`src/rtl/text_buffer_arbiter.sv`:
```
// text_buffer_arbiter
//   Shares the single-port text-mode character RAM between three requesters in fixed
//   priority: display fetch, bulk clear engine, CPU write FIFO. All logic on VGA_CLK.
// Ports:
//   VGA_CLK, reset (async, active-low)
//   disp_req/disp_addr -> disp_valid/disp_data   display fetch, one-cycle read latency
//   wr_valid/wr_ready/wr_addr/wr_data            CPU write FIFO push side
//   clr_start/clr_char -> clr_busy               fill whole buffer with clr_char
//   mem_addr/mem_we/mem_wdata/mem_rdata          RAM port (RAM registers its address)
module text_buffer_arbiter #(
  parameter int unsigned COLS       = 64,
  parameter int unsigned ROWS       = 32,
  parameter int unsigned FIFO_DEPTH = 4,
  parameter int unsigned AW         = $clog2(COLS * ROWS)
) (
  input  logic          VGA_CLK,
  input  logic          reset,
  input  logic          disp_req,
  input  logic [AW-1:0] disp_addr,
  output logic          disp_valid,
  output logic [7:0]    disp_data,
  input  logic          wr_valid,
  output logic          wr_ready,
  input  logic [AW-1:0] wr_addr,
  input  logic [7:0]    wr_data,
  input  logic          clr_start,
  input  logic [7:0]    clr_char,
  output logic          clr_busy,
  output logic [AW-1:0] mem_addr,
  output logic          mem_we,
  output logic [7:0]    mem_wdata,
  input  logic [7:0]    mem_rdata
);

  localparam int unsigned PW = $clog2(FIFO_DEPTH);
  localparam int unsigned CW = PW + 1;
  localparam logic [AW-1:0] LastAddr = AW'(COLS * ROWS - 1);

  typedef enum logic [1:0] {StIdle, StPending, StClearing} clr_state_e;

  clr_state_e    clr_state_q, clr_state_d;
  logic [7:0]    clr_char_q, clr_char_d;
  logic [AW-1:0] clr_cnt_q, clr_cnt_d;

  logic [AW-1:0] fifo_addr_q [FIFO_DEPTH];
  logic [7:0]    fifo_data_q [FIFO_DEPTH];
  logic [PW-1:0] wr_ptr_q, wr_ptr_d, rd_ptr_q, rd_ptr_d;
  logic [CW-1:0] count_q, count_d;

  logic [AW-1:0] last_addr_q, last_addr_d;
  logic [7:0]    last_wdata_q, last_wdata_d;
  logic          disp_valid_q;
  logic [7:0]    disp_data_q, disp_data_d;

  logic fifo_empty, fifo_full, push, clr_grant, fifo_grant;

  assign fifo_empty = (count_q == '0);
  assign fifo_full  = (count_q == CW'(FIFO_DEPTH));
  assign push       = wr_valid && wr_ready;
  // Display always wins; the clear blocks the FIFO only once it is actually clearing.
  assign clr_grant  = !disp_req && (clr_state_q == StClearing);
  assign fifo_grant = !disp_req && (clr_state_q != StClearing) && !fifo_empty;

  // Clear FSM: state register
  always_ff @(posedge VGA_CLK or negedge reset) begin
    if (!reset) begin
      clr_state_q <= StIdle;
      clr_char_q  <= '0;
      clr_cnt_q   <= '0;
    end else begin
      clr_state_q <= clr_state_d;
      clr_char_q  <= clr_char_d;
      clr_cnt_q   <= clr_cnt_d;
    end
  end

  // Clear FSM: next state
  always_comb begin
    clr_state_d = clr_state_q;
    clr_char_d  = clr_char_q;
    clr_cnt_d   = clr_cnt_q;
    unique case (clr_state_q)
      StIdle: begin
        if (clr_start) begin
          clr_state_d = StPending;
          clr_char_d  = clr_char;
        end
      end
      // Wait for writes accepted before clr_start to land first.
      StPending: begin
        if (fifo_empty) clr_state_d = StClearing;
      end
      StClearing: begin
        if (clr_grant) begin
          clr_cnt_d = clr_cnt_q + AW'(1);  // wraps to 0 after the last address
          if (clr_cnt_q == LastAddr) clr_state_d = StIdle;
        end
      end
      default: clr_state_d = StIdle;
    endcase
  end

  // Clear FSM: outputs
  always_comb begin
    clr_busy = (clr_state_q != StIdle);
    wr_ready = !fifo_full && (clr_state_q == StIdle);
  end

  // RAM port arbitration; address and data hold their last value when idle.
  always_comb begin
    mem_we    = 1'b0;
    mem_addr  = last_addr_q;
    mem_wdata = last_wdata_q;
    if (disp_req) begin
      mem_addr = disp_addr;
    end else if (clr_grant) begin
      mem_we    = 1'b1;
      mem_addr  = clr_cnt_q;
      mem_wdata = clr_char_q;
    end else if (fifo_grant) begin
      mem_we    = 1'b1;
      mem_addr  = fifo_addr_q[rd_ptr_q];
      mem_wdata = fifo_data_q[rd_ptr_q];
    end
    last_addr_d  = mem_addr;
    last_wdata_d = mem_wdata;
  end

  // FIFO pointers and occupancy
  always_comb begin
    wr_ptr_d = push ? wr_ptr_q + PW'(1) : wr_ptr_q;
    rd_ptr_d = fifo_grant ? rd_ptr_q + PW'(1) : rd_ptr_q;
    count_d  = count_q;
    if (push && !fifo_grant) count_d = count_q + CW'(1);
    else if (!push && fifo_grant) count_d = count_q - CW'(1);
  end

  // Display return path: disp_data follows the RAM while valid, then holds.
  always_comb begin
    disp_data_d = disp_valid_q ? mem_rdata : disp_data_q;
    disp_valid  = disp_valid_q;
    disp_data   = disp_data_d;
  end

  always_ff @(posedge VGA_CLK or negedge reset) begin
    if (!reset) begin
      wr_ptr_q     <= '0;
      rd_ptr_q     <= '0;
      count_q      <= '0;
      last_addr_q  <= '0;
      last_wdata_q <= '0;
      disp_valid_q <= 1'b0;
      disp_data_q  <= '0;
    end else begin
      wr_ptr_q     <= wr_ptr_d;
      rd_ptr_q     <= rd_ptr_d;
      count_q      <= count_d;
      last_addr_q  <= last_addr_d;
      last_wdata_q <= last_wdata_d;
      disp_valid_q <= disp_req;
      disp_data_q  <= disp_data_d;
    end
  end

  // FIFO storage needs no reset; occupancy guards every read.
  always_ff @(posedge VGA_CLK) begin
    if (push) begin
      fifo_addr_q[wr_ptr_q] <= wr_addr;
      fifo_data_q[wr_ptr_q] <= wr_data;
    end
  end

endmodule

```
`config.mk`:
```
export PLATFORM = sky130hd
export DESIGN_NAME = text_buffer_arbiter
export DESIGN_NICKNAME = d
export VERILOG_FILES = /design/src/rtl/text_buffer_arbiter.sv
export SDC_FILE = /design/constraint.sdc
export NUM_CORES = 1
export LEC_CHECK = 0
export CAP_MARGIN = 20
export CORE_AREA = 8 8 116 118
export CTS_CLUSTER_DIAMETER = 50
export DETAILED_ROUTE_END_ITERATION = 12
export DIE_AREA = 0 0 124 126
export PLACE_DENSITY = 0.81
export SETUP_SLACK_MARGIN = 0.1
export SLEW_MARGIN = 0
export SYNTH_ARGS = -nofsm -noshare
export SYNTH_HDL_FRONTEND = slang
export SYNTH_SLANG_ARGS = --single-unit
export TNS_END_PERCENT = 30
```
`constraint.sdc`:
```
create_clock -name VGA_CLK -period 6.8 [get_ports VGA_CLK]
set_input_delay 1.02 -clock VGA_CLK [delete_from_list [all_inputs] [get_ports VGA_CLK]]
set_output_delay 1.02 -clock VGA_CLK [all_outputs]
set_load 0.02 [all_outputs]
```
---- Word-level counts from Yosys, hierarchy flattened ----
Memories as Yosys holds them, arrays and structs flattened.
Index checks and enable logic that the tools add are counted.
operators by class
  add/subtract/negate cells ............... 5
  multipliers ............................. 0
  div/mod/pow operators ................... 0
  magnitude comparators ................... 0
  eq/ne operators ......................... 9
  shifts and indexed selects .............. 0
  mux-type cells .......................... 19
  bitwise operators ....................... 0
  reduce and logical (&&, ||, !) cells .... 19
operators by type and width
  cell                   number
  $mux 11                3
  $mux 8                 4
  $add 11x1->11 const B  1
  $eq 11x11->1 const B   1
  $mux 2                 4
  $ne 2x2->1 const B     4
  $logic_and 1x1->1      7
  $mux 3                 2
  $pmux 2 s3             1
  $logic_not 1->1        5
  $mux 1                 5
  $add 2x1->2 const B    2
  $reduce_and 2->1       2
  $reduce_and 4->1       1
  $reduce_bool 2->1      2
  $add 3x1->3 const B    1
  $eq 3x3->1 const B     1
  $logic_not 3->1        1
  $sub 3x1->3 const B    1
  $eq 2x1->1 const B     1
  $eq 2x2->1 const B     1
  $logic_not 2->1        1
  $ne 2x1->1 const B     1
storage, ports and cells
  bits in registers ....................... 56
  bits in latches ......................... 0
  memory bits (writable) .................. 76
  bits in read-only memories .............. 0
  input port bits ......................... 51
  memories kept ........................... 2
memory list
  name         depth  width  read ports  clocked after memory_dff  write ports  line  RTL
  fifo_addr_q  4      11     1           0                         1            45    logic [AW-1:0] fifo_addr_q [FIFO_DEPTH];
  fifo_data_q  4      8      1           0                         1            46    logic [7:0] fifo_data_q [FIFO_DEPTH];

---- Longest topological paths before layout ----
  word-level depth ........................ 8
  mapped depth ............................ 11
  depth with buffers taken out ............ 9

---- Least setup slack after synthesis ----
Ideal clock, no wire load.
  path type ............................... input to output
  start ................................... input disp_req
  end ..................................... output mem_addr[0]
  arrival ................................. 2.371 ns
  required time ........................... 5.780 ns
  setup slack ............................. 3.409 ns
  stages on the path ...................... 5
  cells stage by stage .................... buf_2 > clkinv_1 > and3_1 > buf_2 > a221oi_1
between the ends
  word-level cells in the longest chain between the ends .. 6
  elaborated cells between the ends (all ways) .. 7
  classes of those cells .................. mux (3); reduce/logical (4)
ends and longest elaborated chain
  what                             line    RTL
  from (decl)                      18      input logic disp_req,
  $logic_not 1->1                  61, 62
  $logic_and 1x1->1 (2 in series)  62      assign fifo_grant = !disp_req && (clr_state_q != StClearing) && !fifo_empty;
  $mux 11                          120     end else if (fifo_grant) begin
  $mux 11                          116     end else if (clr_grant) begin
  $mux 11 (*)                      114     if (disp_req) begin
  to (decl)                        29      output logic [AW-1:0] mem_addr,
Mark *: on every way between the ends. The rest lies on a longest branch, timed or not.

---- Worst setup path in the final report ----
Same ends and word-level chain as after synthesis.

==> reports/qor_table.md <==
| Group | Parameter | Value |
|:---|:---|:---|
| run status | Status | finished clean |
| cts | Clock root buffer | sky130_fd_sc_hd__clkbuf_16 |
| timing | Final cycle utilization of the critical path | 0.759 |
| yosys | Async set-reset flop share out of synthesis | 0.424 |
| cts | Number of setup buffers added after CTS | 0 |
| detailed routing | Aggregate routed wire length | 11.9 mm |
| layout | Post-layout nets | 472 |
| yosys | Total nets after synthesis | 386 |
| setup path | Slowest stage cell, crit path | sky130_fd_sc_hd__clkdlybuf4s50_1 |
| power | P per Cell Area | 287 mW/mm^2 |
| timing | Slew of the pin with the lowest slew margin | 1.03 ns |
| cts | Maximum level of the CTS H-tree | 4 |
| placed design | HPWL reported at the end of detailed placement | 7.94 mm |
| yosys | Netlist area before placement | 0.00546 mm^2 |
| timing | Final number of hold-violating endpoints | 0 |
| detailed routing | Vias | 3216 |
| yosys | Number of enable-type register cells in the synthesized netlist | 76 |
| floorplanning | Die Ht | 126 um |
| grt | Final global-route overflow total | 0 |
| yosys | Sequential fraction of the synthesis area | 0.675 |
| timing | Setup repair after global routing missed its margin | false |
| setup path | CP max FO | 29 |
| setup path | Endpoint class of the critical path | primary output |
| timing | Final Slew Violations | 0 |
| setup path | Critical path cell sequence | clkdlybuf4s50_1 -> clkinv_1 -> and3_1 -> a221oi_1 -> clkdlybuf4s50_1 |
| grt | Vias in the first global route | 3493 |
| floorplanning | Full die area | 0.0156 mm^2 |
| timing | Maximum frequency from static timing analysis | 194 MHz |
| run | Number of violations of the max-capacitance limit | 0 |
| timing | Sum of negative setup slack | 0 ns |
| cts | Clock sink count | 132 |
| timing | Minimum clock period | 5.16 ns |
| cts | Clock network latency to the later pin of the worst-skew pair | 0.41 ns |
| floorplanning | Die X-Extent | 124 um |
| detailed routing | Detailed-route wire length per cell | 20.8 um |
| setup path | Data arrival time of the worst path | 4.14 ns |
| yosys | Synth warnings | 0 |
| setup path | Element type at the critical path start | input pin |
| cts | Hold-fix buffers, CTS | 0 |
| placed design | Number of input and output port buffers inserted | 81 |
| grt | Maximum number of pins on one net before global-route repair | 57 |
| cts | Clock transition at the register clock pins on the worst setup and hold paths after CTS | 0.05 ns |
| setup path | Required time of the worst setup path | 5.78 ns |
| detailed routing | Final ANT Viol Nets | 0 |
| detailed routing | Routed vias/inst | 5.60 |
| setup path | Start-to-end type of the worst setup path | input pin to primary output |
| cts | Number of gates given a new drive strength after cts | 0 |
| grt | Number of antenna violations at the first check in global routing | 1 |
| setup path | Cell class contributing the biggest share of worst-path delay | buffers and inverters |
| setup path | Most common cell type on the critical path | sky130_fd_sc_hd__clkdlybuf4s50_1 |
| floorplanning | Count of standard-cell rows | 40 |
| cts | Total CTS buffers | 17 |
| yosys | Commonest register cell after synthesis | sky130_fd_sc_hd__edfxtp_1 |
| layout | Antenna cells | 0 |
| yosys | Post-synthesis cell type count | 44 |
| grt | Aggregate global-route resource usage | 0.161 |
| placed design | Routability cong. | 0.815 |
| timing | Max-slew headroom | 0.313 |
| floorplanning | IO Pins | 82 |
| setup path | Worst path bufs/invs | 3 |
| power | Static Leakage | 0.00261 uW |
| power | Worst supply voltage drop on vdd | 0.215 mV |
| floorplanning | Starting density of the core | 0.466 |
| detailed routing | Number of detailed-routing iterations run before antenna repair | 6 |
| layout | Layout overhead on the synthesized area | 26.8% |
| worst hold path | Worst hold path type | register to register |
| detailed routing | DRC errors left | 0 |
| layout | Final standard cell area without fillers | 0.00692 mm^2 |
| layout | Fraction of final layout cells with drive strength greater than 1 | 0.190 |
| yosys | Cells after Synth | 328 |
| timing | Endpoints failing setup | 0 |
| yosys | Synthesized area per cell | 16.6 um^2 |
| yosys | Register bit count reported by yosys | 132 |
| detailed routing | Iteration-0 DRC count of the detailed router | 204 |
| placed design | Total cell area at the placement stage | 0.00638 mm^2 |
| cts | Maximum buffer depth of the clock tree | 2 |
| setup path | Largest stage delay on the critical path | 1.03 ns |
| cts | Clock tree from TritonCTS | done |
| grt | First-pass GRT wire length | 18.8 mm |
| timing | Final setup skew | 0.00502 ns |
| floorplanning | Core region area | 0.0117 mm^2 |
## logic make-up after synthesis
group                      share of synthesized area
DFF                                            0.675
adders and majority gates                     0.0174
xor gates and xnor gates                      0.0257
AOI/OAI and AO/OA                             0.0580
buffers and inverters                         0.0229
muxes                                          0.118
and+or+nand+nor                               0.0839
## layout by cell type (no fill, tap or decap), types with 2 or more instances in the layout
| cell | synthesis | routed |
|---|---|---|
| sky130_fd_sc_hd__clkdlybuf4s50_1 | 0 | 80 |
| sky130_fd_sc_hd__inv_1 | 9 | 9 |
| sky130_fd_sc_hd__clkbuf_16 | 0 | 18 |
| sky130_fd_sc_hd__nand2_1 | 12 | 12 |
| sky130_fd_sc_hd__nor4_4 | 3 | 3 |
| sky130_fd_sc_hd__nor3b_1 | 2 | 2 |
| sky130_fd_sc_hd__clkinv_2 | 0 | 3 |
| sky130_fd_sc_hd__clkbuf_1 | 7 | 7 |
| sky130_fd_sc_hd__a21oi_1 | 2 | 2 |
| sky130_fd_sc_hd__nor2_1 | 5 | 5 |
| sky130_fd_sc_hd__nand4_1 | 4 | 4 |
| sky130_fd_sc_hd__dfrtp_1 | 56 | 56 |
| sky130_fd_sc_hd__nand4b_1 | 2 | 2 |
| sky130_fd_sc_hd__mux2_2 | 19 | 19 |
| sky130_fd_sc_hd__edfxtp_1 | 76 | 76 |
| sky130_fd_sc_hd__clkbuf_8 | 0 | 3 |
| sky130_fd_sc_hd__a2bb2oi_1 | 8 | 8 |
| sky130_fd_sc_hd__nand3_1 | 3 | 3 |
| sky130_fd_sc_hd__buf_4 | 2 | 3 |
| sky130_fd_sc_hd__a221o_1 | 9 | 9 |
| sky130_fd_sc_hd__o21ai_0 | 9 | 9 |
| sky130_fd_sc_hd__xor2_1 | 9 | 9 |
| sky130_fd_sc_hd__ha_1 | 6 | 6 |
| sky130_fd_sc_hd__or3b_2 | 8 | 8 |
| sky130_fd_sc_hd__mux4_2 | 19 | 19 |
| sky130_fd_sc_hd__xnor2_1 | 7 | 7 |
| sky130_fd_sc_hd__nor3_1 | 4 | 4 |
| sky130_fd_sc_hd__and2_1 | 5 | 5 |
| sky130_fd_sc_hd__o31ai_1 | 9 | 9 |
| sky130_fd_sc_hd__nand2b_1 | 10 | 10 |
## cell usage after synthesis (3+ instances only)
cell type,instances,area [um^2]
sky130_fd_sc_hd__a2bb2oi_1,8,70.1
sky130_fd_sc_hd__nor4_4,3,63.8
sky130_fd_sc_hd__xor2_1,9,78.8
sky130_fd_sc_hd__nor2_1,5,18.8
sky130_fd_sc_hd__ha_1,6,75.1
sky130_fd_sc_hd__dfrtp_1,56,1400
sky130_fd_sc_hd__nor3_1,4,20.0
sky130_fd_sc_hd__clkbuf_1,7,26.3
sky130_fd_sc_hd__nand2_1,12,45.0
sky130_fd_sc_hd__and2_1,5,31.3
sky130_fd_sc_hd__nand2b_1,10,62.6
sky130_fd_sc_hd__mux4_2,19,428
sky130_fd_sc_hd__mux2_2,19,214
sky130_fd_sc_hd__buf_2,6,30.0
sky130_fd_sc_hd__o31ai_1,9,67.6
sky130_fd_sc_hd__o21ai_0,9,45.0
sky130_fd_sc_hd__nand3_1,3,15.0
sky130_fd_sc_hd__xnor2_1,7,61.3
sky130_fd_sc_hd__inv_1,9,33.8
sky130_fd_sc_hd__or3b_2,8,70.1
sky130_fd_sc_hd__a221o_1,9,90.1
sky130_fd_sc_hd__nand4_1,4,25.0
sky130_fd_sc_hd__edfxtp_1,76,2280
## flip-flops by register name, indices dropped and copies added, names as in the netlist
register      cells
count_q           3
fifo_addr_q      44
clr_state_q       2
last_wdata_q      8
rd_ptr_q          2
clr_char_q        8
wr_ptr_q          2
fifo_data_q      32
disp_data_q       8
clr_cnt_q        11
disp_valid        1
last_addr_q      11
## final timing paths
| path | start | endpoint | slack, ns | depth (start not counted) |
|---|---|---|---|---|
| max | disp_req | mem_addr[0] | 1.64 | 5 |
| min | disp_data_q[1] | disp_data_q[1] | 0.49 | 1 |
| max reg2reg | count_q[0] | count_q[2] | 4.08 | 10 |
| min reg2reg | disp_data_q[1] | disp_data_q[1] | 0.49 | 1 |
| max in group asynchronous | reset | last_wdata_q[0] | 5.57 | 2 |
| min in group asynchronous | reset | last_addr_q[8] | 0.74 | 2 |
## power by group
| group | switching [uW] | total [uW] | internal (uW) |
|---|---|---|---|
| clock | 312 | 828 | 515 |
| sequential | 40.5 | 932 | 891 |
| combinational | 118 | 230 | 112 |
| total | 471 | 1990 | 1520 |
## metrics by stage
stage	setup WS [ns]	total power [uW]	util	hold WS (ns)	cells
floorplan	3.41	1060	-	0.464	328
global placement	1.79	1160	0.545	0.479	542
detailed placement	1.72	1170	0.545	0.489	542
CTS	1.65	2000	0.591	0.500	574
global route	1.43	2050	0.591	0.512	574
finish	1.64	1990	0.591	0.494	574
## area by class of cell
| class | instances | area, um^2 |
|---|---|---|
| Tap cell | 147 | 184 |
| Sequential cell | 132 | 3680 |
| Multi-Input combinational cell | 169 | 1650 |
| Clock inverter | 4 | 21.3 |
| Timing Repair Buffer | 84 | 828 |
| Clock buffer | 28 | 518 |
| Fill cell | 892 | 4790 |
| Inverter | 10 | 37.5 |
## metal layers
| layer | wire (um) | track usage |
|---|---|---|
| met1 | 4490 | 0.182 |
| met3 | 1000 | 0.0523 |
| met4 | 397 | 0.0959 |
| met5 | 15 | 0 |
| met2 | 6030 | 0.258 |
Note: power is estimated with default switching activity, not from simulation.
==> RTL change (config.mk and constraints unchanged) <==
`FIFO_DEPTH`: 4 -> 2.
--- a/src/rtl/text_buffer_arbiter.sv
+++ b/src/rtl/text_buffer_arbiter.sv
@@ -11,5 +11,5 @@
   parameter int unsigned COLS       = 64,
   parameter int unsigned ROWS       = 32,
-  parameter int unsigned FIFO_DEPTH = 4,
+  parameter int unsigned FIFO_DEPTH = 2,
   parameter int unsigned AW         = $clog2(COLS * ROWS)
 ) (
Behaviour: not the same (a bounded check fails within 4 cycles, from zero or initial values and one cycle with reset low).
==> RTL change against the unedited design <==
- sequential cell count shrank 41
- synthesized area is 30% lower
- power shrank 0.16%
- final area fell by 27%
- setup slack improved by 0.99 ns
- worst hold slack gained 0.0014 ns
- clock skew down 0.0015 ns
- clock power fell by 46%
- routed wire length fell by 29%
- final cell count is 11% lower
- critical path type unchanged
- critical endpoint is now mem_wdata[6]
==> RTL change: results (changes against the unedited design) <==
stage,metric,value,unit,change
final_layout,seq_area_share,48.9,%,was 53.2%
logic_synthesis,yosysUniqueCellTypes,32,,was 44
clock_tree,clkLatencyLatePin,0.33,ns,was 0.41 ns
setup_path,r2r_cells,4,,was 10
final_layout,top_regs,"fifo_addr_q: 22 flops, fifo_data_q: 16 flops",,"was fifo_addr_q: 44 flops, fifo_data_q: 32 flops"
final_layout,layout-drive-gt1-share,11.0,%,was 19.0%
clock_tree,htreeDepth,3,,was 4
setup_path,cp-endpoint,mem_wdata[6],,was mem_addr[0]
logic_synthesis,synth_adder_area_share,0.651,%,was 1.74%
final_layout,n_clock_buffer,9,,was 28
timing,worst_pin_slew,1.04,ns,was 1.03 ns
logic_synthesis,synth_mux_area_share,9.93,%,was 11.8%
pwr,irDropWorstVdd,0.158,mV,was 0.215 mV
setup_path,rrSetupSlack,4.56,ns,was 4.08 ns
worst_hold_path,min_to,disp_data_q[0]$_DFF_PN0_,,was disp_data_q[1]$_DFF_PN0_
logic_synthesis,synth_top_family_by_area,simple AND/OR/NAND/NOR gates,,was multiplexers
setup_path,crit_arrival,3.15,ns,was 4.14 ns
logic_synthesis,synth_edf_count,38,,was 76
final_layout,fillers,1066,,was 892
routing,vias,2515,,was 3216
logic_synthesis,synth.avg_cell_area,13.6,µm²,was 16.6 µm²
placement,placed_area,4780,µm²,was 6380 µm²
clock_tree,clock-sinks,91,,was 132
logic_synthesis,synth_nets,335,,was 386
routing,drtIter0Drc,151,,was 204
logic_synthesis,seq_area_frac_synth,64.2,%,was 67.5%
setup_path,slowest_delay,0.63,ns,was 1.03 ns
routing,drtPass1Iterations,4,,was 6
clock_tree,cts_buffers,9,,was 17
placement,place_congestion,0.845,,was 0.815
final_layout,buf_share,16.6,%,was 12.0%
pwr,p_leak,1.98,nW,was 2.61 nW
setup_path,rr_endpoint,fifo_data_q[1][3]$_DFFE_PP_,,was count_q[2]$_DFFE_PN0P_
global_route,grt_pass1_vias,2615,,was 3493
setup_path,worstPathMaxFanout,36,,was 29
routing,vias_per_cell,4.91,,was 5.60
final_layout,nets,413,,was 472
final_layout,clk_share,5.36,%,was 7.79%
logic_synthesis,async_flop_share,58.2,%,was 42.4%
run_status,status,completed,,unchanged
global_route,grt_pass1_wl,13600,µm,was 18800 µm
[RTL change: through the flow]
stage | setup WS [ns] | hold WS (ns) | util [%]
after floorplan | 3.64 | 0.460 | -
after global placement | 2.78 | 0.474 | 40.8
after detailed placement | 2.66 | 0.484 | 40.8
after CTS | 2.64 | 0.499 | 43.1
after global routing | 2.52 | 0.510 | 43.1
final | 2.63 | 0.495 | 43.1
[RTL change: power breakdown]
part | internal (W) | total (W) | switching [W]
combinational | 0.000349 | 0.000687 | 0.000338
clock | 0.000245 | 0.000445 | 0.000200
sequential | 0.000724 | 0.000854 | 0.000131
[RTL change: metal layers]
| metal | wire [µm] | GRT usage [%] | part of all wire (%) |
|---|---|---|---|
| met1 | 3430 | 12.6 | 41 |
| met4 | 187 | 5.81 | 2.2 |
| met2 | 4320 | 18.6 | 51 |
| met5 | 0 | 0 | 0 |
| met3 | 530 | 3.57 | 6.3 |
